==> config.mk <==
export PLATFORM = sky130hd
export DESIGN_NAME = axis_detector_arbiter
export DESIGN_NICKNAME = d
export VERILOG_FILES = /design/src/rtl/axis_detector_pkg.sv /design/src/rtl/axis_detector_rr_select.sv /design/src/rtl/axis_detector_arbiter.sv
export SDC_FILE = /design/constraint.sdc
export NUM_CORES = 1
export LEC_CHECK = 0
export CAP_MARGIN = 15
export CORE_AREA = 2 2 277 279
export DETAILED_ROUTE_END_ITERATION = 16
export DIE_AREA = 0 0 279 281
export SLEW_MARGIN = 10
export SYNTH_ARGS = -nofsm -noshare
export SYNTH_HDL_FRONTEND = slang
export SYNTH_SLANG_ARGS = --single-unit
==> constraint.sdc <==
create_clock -name aclk -period 6.5 [get_ports aclk]
set_clock_uncertainty 0.05 [all_clocks]
set_input_delay 1.625 -clock aclk [delete_from_list [all_inputs] [get_ports aclk]]
set_output_delay 1.625 -clock aclk [all_outputs]
set_load 0.02 [all_outputs]
==> src/rtl/axis_detector_pkg.sv <==
// Shared definitions for the detector-stream arbiter: FSM encoding and
// the helper that sizes the source-index fields.
package axis_detector_pkg;

   typedef enum logic [1:0] {
      IDLE = 2'd0,
      ARB  = 2'd1,
      SEND = 2'd2,
      DONE = 2'd3
   } state_t;

   // A single source still needs a 1-bit index field, so never return 0.
   function automatic int unsigned src_idx_width(input int unsigned n);
      return (n < 2) ? 1 : $clog2(n);
   endfunction

endpackage

==> src/rtl/axis_detector_rr_select.sv <==
// Combinational round-robin picker: first requesting source found when
// searching circularly from the source after the last grant.
module axis_detector_rr_select #(
   parameter int NUM_SRC = 4,
   parameter int IDX_W   = 2
) (
   input  logic [NUM_SRC-1:0] req,
   input  logic [IDX_W-1:0]   last_grant,
   output logic [IDX_W-1:0]   grant,
   output logic               grant_valid
);

   // Walk offsets from farthest to nearest so the nearest requester wins.
   always_comb begin
      grant       = '0;
      grant_valid = 1'b0;
      for (int k = NUM_SRC; k >= 1; k--) begin
         if (req[(int'(last_grant) + k) % NUM_SRC]) begin
            grant       = IDX_W'((int'(last_grant) + k) % NUM_SRC);
            grant_valid = 1'b1;
         end
      end
   end

endmodule

==> src/rtl/axis_detector_arbiter.sv <==
// Merges several detector-reader AXI-Stream sources into one output with
// round-robin fairness, an optional per-acquisition event limit and a counter.
module axis_detector_arbiter
   import axis_detector_pkg::*;
#(
   parameter int NUM_SRC    = 4,
   parameter int DATA_WIDTH = 128
) (
   input  logic                                  aclk,
   input  logic                                  areset,
   input  logic                                  cfg_enable,
   input  logic [31:0]                           cfg_limit,
   output logic [31:0]                           sts_data,
   input  logic [NUM_SRC*DATA_WIDTH-1:0]         s_axis_tdata,
   input  logic [NUM_SRC-1:0]                    s_axis_tvalid,
   output logic [NUM_SRC-1:0]                    s_axis_tready,
   output logic [DATA_WIDTH-1:0]                 m_axis_tdata,
   output logic [src_idx_width(NUM_SRC)-1:0]     m_axis_tuser,
   output logic                                  m_axis_tvalid,
   input  logic                                  m_axis_tready
);

   localparam int IDX_W = src_idx_width(NUM_SRC);
   localparam logic [IDX_W-1:0] LAST_INIT = IDX_W'(NUM_SRC - 1);

   state_t                 state;
   logic [IDX_W-1:0]       last_grant;
   logic [IDX_W-1:0]       sel_grant;
   logic                   sel_valid;
   logic                   grant_now;
   logic [DATA_WIDTH-1:0]  sel_word;
   logic [31:0]            cnt_inc;
   logic [31:0]            cnt_sat;

   axis_detector_rr_select #(
      .NUM_SRC (NUM_SRC),
      .IDX_W   (IDX_W)
   ) u_rr_select (
      .req         (s_axis_tvalid),
      .last_grant  (last_grant),
      .grant       (sel_grant),
      .grant_valid (sel_valid)
   );

   assign grant_now = !areset && (state == ARB) && cfg_enable && sel_valid;
   assign cnt_inc   = sts_data + 32'd1;
   assign cnt_sat   = (sts_data == 32'hFFFF_FFFF) ? sts_data : cnt_inc;

   always_comb begin
      s_axis_tready = '0;
      if (grant_now) begin
         s_axis_tready[sel_grant] = 1'b1;
      end
   end

   always_comb begin
      sel_word = '0;
      for (int i = 0; i < NUM_SRC; i++) begin
         if (sel_grant == IDX_W'(i)) begin
            sel_word = s_axis_tdata[i*DATA_WIDTH +: DATA_WIDTH];
         end
      end
   end

   // Grant and capture share one edge, so the output word appears the cycle
   // after the source handshake; SEND always finishes before honouring disable.
   always_ff @(posedge aclk) begin
      if (areset) begin
         state         <= IDLE;
         m_axis_tvalid <= 1'b0;
         m_axis_tdata  <= '0;
         m_axis_tuser  <= '0;
         sts_data      <= '0;
         last_grant    <= LAST_INIT;
      end else begin
         case (state)
            IDLE: begin
               if (cfg_enable) begin
                  state    <= ARB;
                  sts_data <= '0;
               end
            end
            ARB: begin
               if (!cfg_enable) begin
                  state <= IDLE;
               end else if (sel_valid) begin
                  m_axis_tdata  <= sel_word;
                  m_axis_tuser  <= sel_grant;
                  m_axis_tvalid <= 1'b1;
                  last_grant    <= sel_grant;
                  state         <= SEND;
               end
            end
            SEND: begin
               if (m_axis_tready) begin
                  m_axis_tvalid <= 1'b0;
                  sts_data      <= cnt_sat;
                  if ((cfg_limit != 32'd0) && (cnt_inc == cfg_limit)) begin
                     state <= DONE;
                  end else if (!cfg_enable) begin
                     state <= IDLE;
                  end else begin
                     state <= ARB;
                  end
               end
            end
            DONE: begin
               m_axis_tvalid <= 1'b0;
               if (!cfg_enable) begin
                  state <= IDLE;
               end
            end
            default: state <= IDLE;
         endcase
      end
   end

endmodule

==> qor_table.md, run 1 <==
| Quantity | This run |
| --- | --- |
| Run status | complete, no violations |
| Top-area cell type share of the netlist area | 28.2% |
| Met1 Use GR | 19.7% |
| Count of flip-flops with a built-in enable after synthesis | 0 |
| Transition time at the pin with the least slew margin | 1.10 ns |
| Most heavily used metal layer in global routing | met2 |
| Setup Total Neg Slack | 0 ns |
| Count of placed standard cells including taps | 3449 |
| R2R depth | 8 |
| Reg-to-reg critical path startpoint | sts_data[0] |
| DRT iter0 DRCs | 983 |
| Vias after detailed routing | 15400 |
| Total Routed Length | 65.8 mm |
| Clock power frac | 32.0% |
| Part of the cycle the worst path needs | 86.4% |
| Kind of end point of the critical path | primary output |
| Final Hold Slack | 0.405 ns |
| Count of final max-slew check failures | 0 |
| Std-Cell Rows | 101 |
| Post-DP HPWL | 49.4 mm |
| RSZ-0062 raised after global routing | false |
| Final hold viol count | 0 |
| Clock transition at the registers of the reported paths | 0.07 ns |
| Max rail drop VDD | 0.165 mV |
| Iteration count of the initial detailed-routing pass | 6 |
| Vias per inst | 4.43 |
| Initial antenna violation count | 7 |
| Average cell area after synthesis | 6.23 um2 |
| Total Nets Final | 3043 |
| Starting density of the core | 15.7% |
| Total clock buffers created by CTS | 17 |
| Setup violation total in the final timing report | 0 |
| Total global routing overflow | 0 |
| Top cells by area, synth | dfxtp_1 28%, nand2_1 13%, nor2_1 13% |
| Combined area of all synthesized cells | 11900 um2 |
| Comb pwr share | 35.4% |
| Placeable Area | 75400 um2 |
| Average wire per cell in the routed design | 18.9 um |
| Relative contribution of sequential cells to total power | 32.6% |
| Area after detailed placement | 19700 um2 |
| Largest net degree at the start of global routing | 180 |
| Async set-reset flop share out of synthesis | 0% |
| Die extent in y | 281 um |
| FF-to-FF End | sts_data[8] |
| Critical Path AT | 3.94 ns |
| Area of the die | 78400 um2 |
| H-tree levels | 4 |
| Post-CTS Resized | 0 |
| Non-filler instance count after layout | 3484 |
| Clock tree root buffer cell | clkbuf_16 |
| Distinct cell type count of the synthesized netlist | 69 |
| Clock Latency Late Sink | 0.49 ns |
| Met3 track demand over resource in global routing | 4.51% |
| All-layer global routing usage | 16.2% |
| Startpoint of the most critical setup path | s_axis_tvalid[1] |
| Mapped Cells | 1906 |
| Area added between synthesis and finish | 70.8% |
| GRT met2 Usage | 27.4% |
| Destination of the critical timing path | s_axis_tready[3] |
| Max Fclk | 178 MHz |
| R2r setup slk | 2.59 ns |
| Width of the chip | 279 um |
| Switching portion of total power | 36.5% |
| Number of buffers on the longest clock path | 2 |
| Post-synthesis sequential area ratio | 28.2% |
| Data required time at the worst endpoint | 4.83 ns |
| First-pass GRT wire length | 95.1 mm |
| Most used flip-flop cell after synthesis | dfxtp_1 |
| Ports placed on the boundary | 719 |
| MaxCap Viol Count | 0 |
| Max_slew headroom | 26.6% |
| Switching power | 1.23 mW |
| Number of register bits inferred by synthesis | 167 |
| Number of routed nets with antenna violations | 0 |
| CTS tree | done |
| Post-CTS setup buffers | 0 |
| Warnings, synthesis | 0 |
| Leakage | 7.09 nW |
| Critical-path maximum fanout | 25 |
| Cell taking the most area after synthesis | dfxtp_1 |
| Startpoint Class | input pin |
| Internal power | 2.15 mW |
| Power Dens Cells | 167 nW/um2 |
| Gp weighted congestion | 0.918 |
| # port buffers | 718 |
| Share of layout cells above drive strength 1 | 3.20% |
| Path class of the lowest-slack min-delay path | flip-flop to flip-flop |
| Clock tree sinks | 167 |
| Clock period minus final worst setup slack | 5.61 ns |
| Setup CP Type | input pin to primary output |
| Net count of the mapped netlist | 2459 |
| Post-detailed-route DRC marker count | 0 |
| Via count of the first global-routing pass | 14800 |
| Non-Filler Cell Area, Final | 20300 um2 |
| CTS hold repair buffers | 0 |
how the worst min path moves through the flow:
stage	from	to	slack, ns	cells after the start
2_1_floorplan	last_grant[0]	last_grant[0]	0.43	2
3_3_place_gp	m_axis_tdata[15]	m_axis_tdata[15]	0.39	2
3_5_place_dp	m_axis_tdata[34]	m_axis_tdata[34]	0.40	2
4_1_cts	m_axis_tdata[34]	m_axis_tdata[34]	0.41	2
5_1_grt	m_axis_tdata[34]	m_axis_tdata[34]	0.42	2
6_report	m_axis_tdata[23]	m_axis_tdata[23]	0.40	2
Yosys cell counts (11+ instances only):
library cell,number
o211ai_1,131
nor4_1,30
nor2_1,420
a21oi_1,154
a22oi_1,13
xnor2_1,23
xor2_1,17
nand2_1,425
o21ai_0,25
o31ai_1,14
clkbuf_1,126
nor3_1,18
nand3_1,160
buf_1,18
nand4_1,16
nor3b_1,11
dfxtp_1,167
cells by family after synthesis:
group,after synthesis,share of synthesized area [%]
buf+inv,180,6.94
fa+ha+maj,1,0.105
flops,167,28.2
xor+xnor,41,3.09
mux,4,0.358
simple gates,1140,41.4
compound gates,373,20.0
metrics by stage:
stage	utilization, %	power, mW	setup WS [ns]
after floorplan	-	1.69	1.40
after global placement	26.1	2.33	0.890
after detailed placement	26.1	2.33	0.896
after CTS	26.9	3.45	0.887
after global routing	26.9	3.58	0.708
final	26.9	3.38	0.885
registers in the layout (all words and copies together) (netlist names):
name and count:
last_grant 2, m_axis_tdata 128, state 2, m_axis_tvalid 1, m_axis_tuser 2, sts_data 32
area by class of cell:
| type | count | area [um2] |
|---|---|---|
| flip-flops and latches | 167 | 3340 |
| inverters | 8 | 30.0 |
| multi-input cells | 1559 | 7740 |
| clock inverters | 15 | 159 |
| fillers | 8324 | 55200 |
| well taps | 978 | 1220 |
| diodes | 3 | 7.51 |
| repair buffers | 737 | 7360 |
| clock buffers | 17 | 425 |
per-layer routing:
metal / part of all wire, % / wire (um) / up-vias
met5: 0.015 / 10 / -
met4: 2.2 / 1450 / 2
met3: 7.5 / 4970 / 75
met2: 48 / 31600 / 610
met1: 42 / 27800 / 7087
li1: - / - / 7671
critical path, stage by stage:
cell and delay (ns):
clkdlybuf4s50_1 0.54, nand2b_1 0.13, a21boi_0 0.18, o211a_4 0.38, nor4_1 0.40, clkdlybuf4s50_1 0.68
power groups by stage:
| stage | Clock (mW) | Sequential (mW) | Combinational (mW) |
|---|---|---|---|
| global route | 1.16 | 1.11 | 1.31 |
| finish | 1.08 | 1.10 | 1.20 |
| floorplan | 0 | 1.18 | 0.516 |
| CTS | 1.14 | 1.10 | 1.21 |
| detailed placement | 0 | 1.13 | 1.20 |
| global placement | 0 | 1.12 | 1.20 |
cells in the final DEF (no fill, tap or decap), types with 23 or more instances in the layout:
cell / Yosys / layout
a21oi_1: 154 / 154
clkdlybuf4s50_1: 0 / 717
dfxtp_1: 167 / 167
nand2_1: 425 / 425
nand3_1: 160 / 160
nor2_1: 420 / 420
nor4_1: 30 / 30
o211ai_1: 131 / 131
o21ai_0: 25 / 25
xnor2_1: 23 / 23
No activity file was read; power rests on OpenSTA's default activity.
==> inputs of run 2 (changes only) <==
--- a/config.mk
+++ b/config.mk
@@ -7,8 +7,10 @@
 export LEC_CHECK = 0
 export CAP_MARGIN = 15
 export CORE_AREA = 2 2 277 279
+export CTS_CLUSTER_DIAMETER = 50
 export DETAILED_ROUTE_END_ITERATION = 16
 export DIE_AREA = 0 0 279 281
+export MAX_ROUTING_LAYER = met4
 export SLEW_MARGIN = 10
 export SYNTH_ARGS = -nofsm -noshare
 export SYNTH_HDL_FRONTEND = slang
==> run 2 against run 1 <==
Against the previous run: total power fell by 0.22%; critical path depth is the same; clock power hardly changed; die area stayed put; non-clock buffer count is 1 lower; hold slack worse by 0.0012 ns; global-route usage increased by 0.66 points; combinational power barely moved; clock-buffer cell count is the same; flip-flop and latch count is the same; final area up 0.18%; highest routed layer is now met4.
==> qor_table.md, run 2 (same netlist as run 1, synthesis figures left out) <==
| Quantity | This run | Change |
| --- | --- | --- |
| Clock tree sinks | 167 | unchanged |
| Area of the die | 78400 um2 | unchanged |
| Setup Total Neg Slack | 0 ns | unchanged |
| Data required time at the worst endpoint | 4.83 ns | about the same |
| Path class of the lowest-slack min-delay path | flip-flop to flip-flop | unchanged |
| Setup CP Type | input pin to primary output | unchanged |
| Via count of the first global-routing pass | 14800 | about the same |
| Vias per inst | 4.45 | was 4.43 |
| MaxCap Viol Count | 0 | unchanged |
| Critical Path AT | 3.92 ns | was 3.94 ns |
| Average wire per cell in the routed design | 19.0 um | was 18.9 um |
| Vias after detailed routing | 15600 | was 15400 |
| Worst hold path cell count | 2 | unchanged |
| Final Hold Slack | 0.404 ns | was 0.405 ns |
| Die extent in y | 281 um | unchanged |
| Commonest cells after routing, fill and taps aside | 717 x clkdlybuf4s50_1, 425 x nand2_1, 420 x nor2_1 | unchanged |
| Power Dens Cells | 166 nW/um2 | was 167 nW/um2 |
| Post-CTS Resized | 0 | unchanged |
| Ports placed on the boundary | 719 | unchanged |
| First-pass GRT wire length | 95.9 mm | was 95.1 mm |
| CTS tree | done | unchanged |
| Post-CTS setup buffers | 0 | unchanged |
| Total Routed Length | 66.5 mm | was 65.8 mm |
| Area after detailed placement | 19700 um2 | about the same |
| Run status | complete, no violations | unchanged |
| Area added between synthesis and finish | 71.2% | was 70.8% |
| Largest net degree at the start of global routing | 172 | was 180 |
| H-tree levels | 4 | unchanged |
| Placeable Area | 75400 um2 | unchanged |
| Post-detailed-route DRC marker count | 0 | unchanged |
| Leakage | 7.09 nW | about the same |
| Initial antenna violation count | 16 | was 7 |
| Number of buffers on the longest clock path | 2 | unchanged |
| Final core area utilization | 26.9% | about the same |
| Transition time at the pin with the least slew margin | 1.12 ns | was 1.10 ns |
| Total Nets Final | 3042 | was 3043 |
| Share of layout cells above drive strength 1 | 3.16% | was 3.20% |
| Starting density of the core | 15.7% | unchanged |
| Max reg flops | 128 | unchanged |
| Count of final max-slew check failures | 0 | unchanged |
| Met1 Use GR | 19.9% | was 19.7% |
| Fillers | 8339 | was 8324 |
| Number of routed nets with antenna violations | 0 | unchanged |
| Total area of sequential cells | 3340 um2 | unchanged |
| GRT met2 Usage | 27.1% | was 27.4% |
| Startpoint Class | input pin | unchanged |
| # port buffers | 718 | unchanged |
| Non-Filler Cell Area, Final | 20300 um2 | about the same |
| Clock Latency Late Sink | 0.49 ns | about the same |
| CTS hold repair buffers | 0 | unchanged |
| Iteration count of the initial detailed-routing pass | 5 | was 6 |
| Kind of end point of the critical path | primary output | unchanged |
| Max rail drop VDD | 0.143 mV | was 0.165 mV |
| Total global routing overflow | 0 | unchanged |
| Met3 track demand over resource in global routing | 4.45% | was 4.51% |
| Most common cell after layout, fill and taps aside | clkdlybuf4s50_1 | unchanged |
| All-layer global routing usage | 16.8% | was 16.2% |
| Registers with the highest flip-flop counts | m_axis_tdata (128), sts_data (32) | unchanged |
| DRT iter0 DRCs | 1006 | was 983 |
| Final hold viol count | 0 | unchanged |
| Most heavily used metal layer in global routing | met2 | unchanged |
| Max Fclk | 179 MHz | was 178 MHz |
| Clock transition at the registers of the reported paths | 0.07 ns | about the same |
| Gp weighted congestion | 0.924 | was 0.918 |
| Combined area of the multi-input logic cells | 7740 um2 | unchanged |
| Post-DP HPWL | 49.9 mm | was 49.4 mm |
| Total clock buffers created by CTS | 17 | unchanged |
| Register with the most flip-flops | m_axis_tdata | unchanged |
| Width of the chip | 279 um | unchanged |
| Clock period minus final worst setup slack | 5.60 ns | was 5.61 ns |
| Std-Cell Rows | 101 | unchanged |
| RSZ-0062 raised after global routing | false | unchanged |
| Critical-path maximum fanout | 22 | was 25 |
| Clock tree root buffer cell | clkbuf_16 | unchanged |
| R2R depth | 8 | unchanged |
| Setup violation total in the final timing report | 0 | unchanged |
| Part of the cycle the worst path needs | 86.1% | was 86.4% |
| Max_slew headroom | 25.4% | was 26.6% |
run 2: changes by cell type in the layout (fill, tap and decap cells not counted):
cell and change:
buf_4 -2, inv_6 -2, inv_8 -1, diode_2 +11, clkinv_4 +2, clkinv_8 +1
buf_12 +1
run 2: power by group:
group / internal [mW] / switching (mW)
sequential: 1.07 / 0.0339
clock: 0.512 / 0.560
combinational: 0.560 / 0.633
run 2: cell type report:
cell class,instances,share of cell area [%]
Multi-Input combinational cell,1559,38.1
Timing Repair Buffer,736,36.2
Sequential cell,167,16.4
Tap cell,978,6.02
Clock buffer,17,2.09
Clock inverter,15,0.806
Antenna cell,14,0.172
Inverter,8,0.148
run 2: layer usage:
layer  vias to the layer above  part of all wire, %
met5                         -                    0
met4                         0                  2.7
met3                        91                  7.6
met2                       683                   48
met1                      7113                   42
li1                       7674                    -
run 2: worst paths after layout:
path / start / end / slack, ns
worst min-delay path: m_axis_tdata[86] / m_axis_tdata[86] / 0.40
worst min register to register: m_axis_tdata[86] / m_axis_tdata[86] / 0.40
worst max register to register: sts_data[0] / sts_data[29] / 2.63
worst max-delay path: s_axis_tvalid[3] / s_axis_tready[1] / 0.90
run 2: critical path, stage by stage:
cell	delay, ns
clkdlybuf4s50_1	0.58
nor4_1	0.09
buf_4	0.16
or3_4	0.49
nor4b_1	0.30
clkdlybuf4s50_1	0.65
run 2: through the flow:
| step | worst slack [ns] | std cells | power, mW |
|---|---|---|---|
| after floorplan | 1.40 | 1906 | 1.69 |
| after global placement | 0.917 | 3448 | 2.33 |
| after detailed placement | 0.924 | 3448 | 2.33 |
| after CTS | 0.904 | 3480 | 3.44 |
| after global routing | 0.702 | 3492 | 3.58 |
| final | 0.905 | 3494 | 3.37 |
==> inputs of run 3 (changes only) <==
--- a/config.mk
+++ b/config.mk
@@ -11,7 +11,7 @@
 export DETAILED_ROUTE_END_ITERATION = 16
 export DIE_AREA = 0 0 279 281
 export MAX_ROUTING_LAYER = met4
-export SLEW_MARGIN = 10
+export SLEW_MARGIN = 20
 export SYNTH_ARGS = -nofsm -noshare
 export SYNTH_HDL_FRONTEND = slang
 export SYNTH_SLANG_ARGS = --single-unit
==> run 3 against run 2 <==
Against the previous run: total power barely moved; hold slack barely moved; clock power barely moved; die area did not move; clock-buffer cell count did not move; sequential power barely moved; cell count barely moved; routed wire length barely moved; global-route usage did not move; via count fell by 0.28%; final area barely moved; largest cell class unchanged; largest power group unchanged.
==> qor_table.md, run 3 (same netlist as run 1, synthesis figures left out) <==
| Quantity | This run | Change |
| --- | --- | --- |
| Number of routed nets with antenna violations | 0 | unchanged |
| Clock tree root buffer cell | clkbuf_16 | unchanged |
| Register with the most flip-flops | m_axis_tdata | unchanged |
| Vias per inst | 4.44 | was 4.45 |
| All-layer global routing usage | 16.8% | unchanged |
| Power Dens Cells | 166 nW/um2 | about the same |
| RSZ-0062 raised after global routing | false | unchanged |
| Non-Filler Cell Area, Final | 20300 um2 | about the same |
| Commonest cells after routing, fill and taps aside | 717 x clkdlybuf4s50_1, 425 x nand2_1, 420 x nor2_1 | unchanged |
| Share of layout cells above drive strength 1 | 3.16% | unchanged |
| Placeable Area | 75400 um2 | unchanged |
| Kind of end point of the critical path | primary output | unchanged |
| Count of final max-slew check failures | 0 | unchanged |
| Area of the die | 78400 um2 | unchanged |
| Starting density of the core | 15.7% | unchanged |
| Total Routed Length | 66.5 mm | about the same |
| Average wire per cell in the routed design | 19.0 um | about the same |
| Ports placed on the boundary | 719 | unchanged |
| Number of buffers on the longest clock path | 2 | unchanged |
| Run status | complete, no violations | unchanged |
| Std-Cell Rows | 101 | unchanged |
| Vias after detailed routing | 15500 | was 15600 |
| Total Nets Final | 3042 | unchanged |
| Critical-path maximum fanout | 22 | unchanged |
| Clock tree sinks | 167 | unchanged |
| Gp weighted congestion | 0.924 | unchanged |
| MaxCap Viol Count | 0 | unchanged |
| Max Fclk | 179 MHz | about the same |
| Largest net degree at the start of global routing | 172 | unchanged |
| Leakage | 7.09 nW | about the same |
| Post-place setup slack | 0.924 ns | unchanged |
| Most common cell after layout, fill and taps aside | clkdlybuf4s50_1 | unchanged |
| Die extent in y | 281 um | unchanged |
| CTS hold repair buffers | 0 | unchanged |
| Setup CP Type | input pin to primary output | unchanged |
| Max reg flops | 128 | unchanged |
| DRT iter0 DRCs | 1012 | was 1006 |
| Clock transition at the registers of the reported paths | 0.07 ns | about the same |
| Transition time at the pin with the least slew margin | 1.12 ns | about the same |
| CTS tree | done | unchanged |
| Post-CTS Resized | 0 | unchanged |
| Min setup slack post-route | 0.906 ns | was 0.905 ns |
| Max_slew headroom | 25.6% | was 25.4% |
| Area added between synthesis and finish | 71.2% | about the same |
| Clock period minus final worst setup slack | 5.59 ns | was 5.60 ns |
| Final Hold Slack | 0.404 ns | about the same |
| Clock Latency Late Sink | 0.49 ns | about the same |
| Post-DP HPWL | 49.9 mm | unchanged |
| Setup violation total in the final timing report | 0 | unchanged |
| Post-CTS setup buffers | 0 | unchanged |
| Part of the cycle the worst path needs | 86.1% | about the same |
| Registers with the highest flip-flop counts | m_axis_tdata (128), sts_data (32) | unchanged |
| Area after detailed placement | 19700 um2 | unchanged |
| Setup Total Neg Slack | 0 ns | unchanged |
| Critical Path AT | 3.92 ns | about the same |
| Total clock buffers created by CTS | 17 | unchanged |
| Total global routing overflow | 0 | unchanged |
| Slowest stage cell on the critical path | clkdlybuf4s50_1 | unchanged |
| # port buffers | 718 | unchanged |
| Data required time at the worst endpoint | 4.83 ns | about the same |
| Iteration count of the initial detailed-routing pass | 5 | unchanged |
| Cell family contributing the most delay on the critical path | buffers and inverters | unchanged |
| Final hold viol count | 0 | unchanged |
| Buf+Inv Stages, Crit Path | 3 | unchanged |
| Via count of the first global-routing pass | 14800 | unchanged |
| Path class of the lowest-slack min-delay path | flip-flop to flip-flop | unchanged |
| Initial antenna violation count | 16 | unchanged |
| H-tree levels | 4 | unchanged |
| Library cell appearing most often on the critical path | clkdlybuf4s50_1 | unchanged |
| First-pass GRT wire length | 95.9 mm | unchanged |
| Worst stage delay on the critical path | 0.65 ns | about the same |
| Width of the chip | 279 um | unchanged |
| Startpoint Class | input pin | unchanged |
| Worst path cell trace | clkdlybuf4s50_1 > nor4_1 > buf_4 > or3_4 > nor4b_1 > clkdlybuf4s50_1 | unchanged |
| Max rail drop VDD | 0.144 mV | was 0.143 mV |
| Post-detailed-route DRC marker count | 0 | unchanged |
run 3: cell count changes in the layout (fill, tap and decap cells not counted), sizes merged:
cell	before	now
diode	14	13
run 3: final timing paths:
check | startpoint | endpoint | slack, ns | cells past startpoint
worst max-delay path | s_axis_tvalid[3] | s_axis_tready[1] | 0.91 | 6
worst min-delay path | m_axis_tdata[86] | m_axis_tdata[86] | 0.40 | 2
worst max register to register | sts_data[0] | sts_data[15] | 2.84 | 8
worst min register to register | m_axis_tdata[86] | m_axis_tdata[86] | 0.40 | 2
run 3: stage by stage:
step	total power [mW]	utilization [%]	std cells
floorplan	1.69	-	1906
detailed placement	2.33	26.1	3448
CTS	3.44	26.9	3480
finish	3.37	26.9	3493
global route	3.58	26.9	3492
global placement	2.33	26.1	3448
run 3: where the power goes:
part	internal, mW	switching, mW	leakage [nW]
combinational	0.561	0.633	5.45
clock	0.512	0.559	0.285
sequential	1.07	0.0342	1.35
total	2.15	1.23	7.09
run 3: final cells by class:
cell class | count | area, um2
Sequential cell | 167 | 3340
Timing Repair Buffer | 736 | 7360
Clock inverter | 15 | 164
Clock buffer | 17 | 425
Inverter | 8 | 30.0
Multi-Input combinational cell | 1559 | 7750
Fill cell | 8339 | 55100
Tap cell | 978 | 1220
Antenna cell | 13 | 32.5
run 3: worst min-delay path, cell delays in order, from the launching register on:
cell and delay (ns):
dfxtp_1 0.31, nand2_1 0.05, a21oi_1 0.05
run 3: metal layers:
| layer | up-vias | global-route usage (%) | wire length, um |
|---|---|---|---|
| met5 | - | - | 0 |
| met4 | 0 | 6.85 | 1770 |
| met3 | 91 | 4.45 | 5000 |
| met2 | 665 | 27.1 | 31800 |
| met1 | 7092 | 19.9 | 27900 |
| li1 | 7670 | - | - |
